### src/rtl/instr_mem_loader.sv
// instr_mem_loader: byte-stream to instruction-memory loader; LOADER_CHECKSUM_EN adds a trailing XOR checksum byte
module instr_mem_loader #(
  parameter int ADDR_W = 10
) (
  input  logic              clk,
  input  logic              reset_n,
  input  logic              start,
  input  logic [ADDR_W:0]   len_words,
  input  logic              byte_valid,
  input  logic [7:0]        byte_data,
  output logic              byte_ready,
  output logic              mem_we,
  output logic [ADDR_W-1:0] mem_waddr,
  output logic [31:0]       mem_wdata,
  output logic              cpu_hold,
  output logic              busy,
  output logic              done,
  output logic              error
);
  localparam logic [2:0] IDLE = 3'd0, RECV = 3'd1, WRITE = 3'd2, DONE = 3'd4;
`ifdef LOADER_CHECKSUM_EN
  localparam logic [2:0] CHECK = 3'd3;
  localparam logic [2:0] FIN = CHECK;
`else
  localparam logic [2:0] FIN = DONE;
`endif
  localparam logic [ADDR_W:0] MAX = {1'b1, {ADDR_W{1'b0}}};
  logic [2:0] state, nxt;
  logic [1:0] idx;
  logic [ADDR_W:0] len, cnt, len_sat;
  logic xfer, go, rdy_nxt;
  assign xfer = byte_valid & byte_ready;
  assign go = (state == IDLE) & start;
  assign len_sat = len_words > MAX ? MAX : len_words;
`ifdef LOADER_CHECKSUM_EN
  logic [7:0] csum;
  assign rdy_nxt = (nxt == RECV) || (nxt == CHECK);
`else
  assign rdy_nxt = nxt == RECV;
  assign error = 1'b0;
`endif
  always_comb begin
    nxt = state;
    case (state)
      IDLE:  nxt = start ? (len_sat == '0 ? FIN : RECV) : IDLE;
      RECV:  nxt = xfer && idx == 2'd3 ? WRITE : RECV;
      WRITE: nxt = cnt + 1'b1 == len ? FIN : RECV;
`ifdef LOADER_CHECKSUM_EN
      CHECK: nxt = xfer ? (byte_data == csum ? DONE : IDLE) : CHECK;
`endif
      default: nxt = IDLE;
    endcase
  end
  always_ff @(posedge clk or negedge reset_n) begin
    if (!reset_n) begin
      state <= IDLE;
      idx <= '0;
      len <= '0;
      cnt <= '0;
      mem_waddr <= '0;
      mem_wdata <= '0;
      mem_we <= 1'b0;
      byte_ready <= 1'b0;
      busy <= 1'b0;
      done <= 1'b0;
      cpu_hold <= 1'b1;
    end else begin
      state <= nxt;
      byte_ready <= rdy_nxt;
      mem_we <= nxt == WRITE;
      busy <= nxt != IDLE;
      done <= nxt == DONE;
      if (go) begin
        cpu_hold <= 1'b1;
        idx <= '0;
        mem_waddr <= '0;
        cnt <= '0;
        len <= len_sat;
      end
      if (nxt == DONE) cpu_hold <= 1'b0;
      if (state == RECV && xfer) begin
        mem_wdata[{idx, 3'b000} +: 8] <= byte_data;
        idx <= idx + 1'b1;
      end
      if (state == WRITE) begin
        mem_waddr <= mem_waddr + 1'b1;
        cnt <= cnt + 1'b1;
      end
    end
  end
`ifdef LOADER_CHECKSUM_EN
  always_ff @(posedge clk or negedge reset_n) begin
    if (!reset_n) begin
      csum <= '0;
      error <= 1'b0;
    end else begin
      if (go) begin
        csum <= '0;
        error <= 1'b0;
      end
      if (state == RECV && xfer) csum <= csum ^ byte_data;
      if (state == CHECK && xfer && byte_data != csum) error <= 1'b1;
    end
  end
`endif
endmodule

### config.mk
export PLATFORM = sky130hd
export DESIGN_NAME = instr_mem_loader
export DESIGN_NICKNAME = d
export VERILOG_FILES = /design/src/rtl/instr_mem_loader.sv
export SDC_FILE = /design/constraint.sdc
export NUM_CORES = 1
export LEC_CHECK = 0
export CAP_MARGIN = 25
export CORE_MARGIN = 1
export CORE_UTILIZATION = 45
export DETAILED_ROUTE_END_ITERATION = 16
export GPL_TIMING_DRIVEN = 1
export PLACE_DENSITY = 0.68
export SKIP_CTS_REPAIR_TIMING = 1
export SLEW_MARGIN = 10
export SYNTH_ARGS = -nofsm -noshare
export SYNTH_HDL_FRONTEND = slang
export SYNTH_SLANG_ARGS = --single-unit
### constraint.sdc
create_clock -name clk -period 4.1 [get_ports clk]
set_input_delay 0.82 -clock clk [delete_from_list [all_inputs] [get_ports clk]]
set_output_delay 0.82 -clock clk [all_outputs]
set_load 0.005 [all_outputs]
==> results.md <==
* Total power at 2.67 mW
* Max-slew violations at 0
* Avg WL per Cell at 15.0 µm
* Leakage power at 1.92 nW
* Via count of the routed design at 2907
* Status: completed
* Startpoint types: primary input
* Synth top area share at 51.7%
* Initial antenna violation count at 0
* Final setup fails at 0
* Initial core utilization at 47.7%
* Nets at 479
* First DRT Iteration DRCs at 151
* Cell Rows at 31
* Worst skew pair latency at 0.34 ns
* Die Ht at 90.6 µm
* First-pass GRT wire length at 14.1 mm
* CP max FO at 25
* Least-Margin Pin Slew at 0.966 ns
* GPL Wtd Cong at 0.787
* Tmin final at 2.40 ns
* Pre-CTS setup slack at 1.34 ns
* Register bit count reported by yosys at 74
* 1st-pass router iterations at 4
* YS warnings at 0
* DRT Wirelength at 8.30 mm
* Final WS setup at 1.70 ns
* Max Clock Freq at 416 MHz
* Synth Net Count at 411
* Total grt overflow at 0
* Clock Tree Buf Depth at 2
* Design area at 4500 µm²
* Cell variety after synth at 42
* Async set-reset flop share out of synthesis at 100%
* Core area at 7410 µm²
* Final hold viol count at 0
* IO Pins at 71
* Sequential area share after synthesis at 52.4%
* Max Cap Violations at 0
* Grt peak-use layer: met2
* Critical path's slowest cell: nand3b_1
* Syn_area_per_cell at 9.27 µm²
* Type of the most critical hold path: reg2reg
* Clock sink count at 74
* GRT Util Overall at 21.6%
* Most instantiated cells after synthesis: nand2_1, dfrtp_1, o21ai_0
* Setup_tns at 0 ns
* Crit path buffers/inverters at 1
* Critical path arrival at 2.68 ns
* Port bufs at 69
* RSZ-0062 raised after global routing: false
* Final core occ at 60.7%
* Clk Tree Root Cell: clkbuf_8
* GRT met2 Usage at 34.3%
* Largest net degree at the start of global routing at 46
* Total CTS buffers at 9
* Ys flop type: dfrtp_1
* Max VDD drop at 0.345 mV
* PwrDens at 594 nW/µm²
* Crit path cell chain: clkdlybuf4s50_1 > nand3b_1 > a21oi_1 > a22o_1
* Top-count cell post-synth: nand2_1
* Post-Syn Area at 3530 µm²
* Leading area contributor after synthesis: dfrtp_1
* Clock transition at path regs at 0.07 ns
* DRC Markers at 0
* CP endpoint kind: flop
* Top delay family on crit path: compound AO/OA/AOI/OAI gates
* Slew headroom at 35.5%
* GR Layer Usage met1 at 29.7%
* TritonCTS clock tree: yes
* Post-Synthesis Cells at 381
* Worst setup path class: in2reg
* Worst clock skew at 0.00665 ns
* Vias in the first global route at 2849
* Post-DRT Antenna Nets at 0
* Placed Area at 4290 µm²
* Critical path data required time at 4.38 ns
* HPWL Detailed at 5.86 mm
* Antenna diode count at 0
* Die width at 90.6 µm
* EDFF count, synth at 0
* DR vias/cell at 5.26
* Final clock period utilization by the worst path at 58.6%
* Area growth from synthesis to layout at 27.3%
* M3 GR Usage at 3.54%
* Largest cells by area after synthesis: dfrtp_1, nand2_1, o21ai_0, nand3_1, ha_1
* H-tree depth at 3
* Die area at 8210 µm²
* CP max stage delay at 0.61 ns
* Share of layout cells above drive strength 1 at 6.39%
==> power breakdown <==
group / total (mW) / internal (mW) / switching (mW) / leakage (nW)
Combinational: 0.962 / 0.508 / 0.454 / 0.822
Sequential: 1.14 / 0.962 / 0.175 / 0.998
Clock: 0.574 / 0.315 / 0.259 / 0.101
Total: 2.67 / 1.79 / 0.888 / 1.92
==> cells in the final DEF (no fill, tap or decap), drive strengths merged, types with 2 or more instances in the layout <==
| cell type | instances |
|---|---|
| nand2 | 100 |
| dfrtp | 73 |
| clkdlybuf4s50 | 68 |
| o21ai | 58 |
| nand3 | 25 |
| nor2 | 20 |
| clkbuf | 14 |
| xnor2 | 7 |
| xor2 | 7 |
| nand2b | 7 |
| a22o | 7 |
| o31ai | 7 |
| ha | 7 |
| o211ai | 7 |
| nor3b | 6 |
| inv | 4 |
| a21oi | 4 |
| nor3 | 4 |
| buf | 4 |
| nor4 | 2 |
| and3 | 2 |
| mux2i | 2 |
| and2 | 2 |
| clkinv | 2 |
==> layer usage <==
metal  share of wire, %  wire length (µm)
met5                  0                 0
met4                1.9               157
met3                3.3               274
met2                 47              3930
met1                 47              3940
==> layout make-up <==
type	count	area (µm²)
tap	99	124
clock inverter	2	35.0
multi-input combinational	287	1600
clock buffer	14	163
sequential	74	1850
inverter	5	18.8
timing repair buffer	72	708
fill	647	2910
==> state kept, by name, indices dropped and copies added, names as in the netlist <==
| register | cells |
|---|---|
| busy | 1 |
| byte_ready | 1 |
| cnt | 11 |
| cpu_hold | 1 |
| done | 1 |
| idx | 2 |
| len | 11 |
| mem_waddr | 10 |
| mem_wdata | 32 |
| mem_we | 1 |
| state | 3 |
==> through the flow <==
step                hold WS, ns  cells
detailed placement        0.459    536
finish                    0.478    553
floorplan                 0.463    381
global placement          0.460    536
CTS                       0.484    552
global route              0.499    553
==> worst paths after layout <==
path                                 end  slack (ns)  depth (start not counted)          start
setup / recovery                  len[4]        1.70                          4          start
hold / removal             mem_wdata[28]        0.48                          2  mem_wdata[28]
setup reg to reg                state[0]        1.76                          7         cnt[0]
hold reg to reg            mem_wdata[28]        0.48                          2  mem_wdata[28]
max in group asynchronous       cpu_hold        2.56                          2        reset_n
min in group asynchronous         cnt[2]        0.51                          1        reset_n
==> cell families after synthesis <==
family	Yosys count	share of synthesized area, %
xor gates and xnor gates	15	4.11
muxes	3	0.991
DFF	74	52.4
buffers and inverters	20	2.37
and+or+nand+nor	175	22.6
other	1	0.106
AOI/OAI and AO/OA	86	14.9
adders and majority gates	7	2.48
==> worst reg2reg max path, stage by stage (launching register included) <==
cell,delay [ns]
dfrtp_1,0.44
ha_1,0.28
nand2_1,0.15
nor3b_2,0.32
xnor2_1,0.17
nand4_1,0.17
a2111oi_4,0.50
o21ai_0,0.16
(Power assumes the default switching activity.)
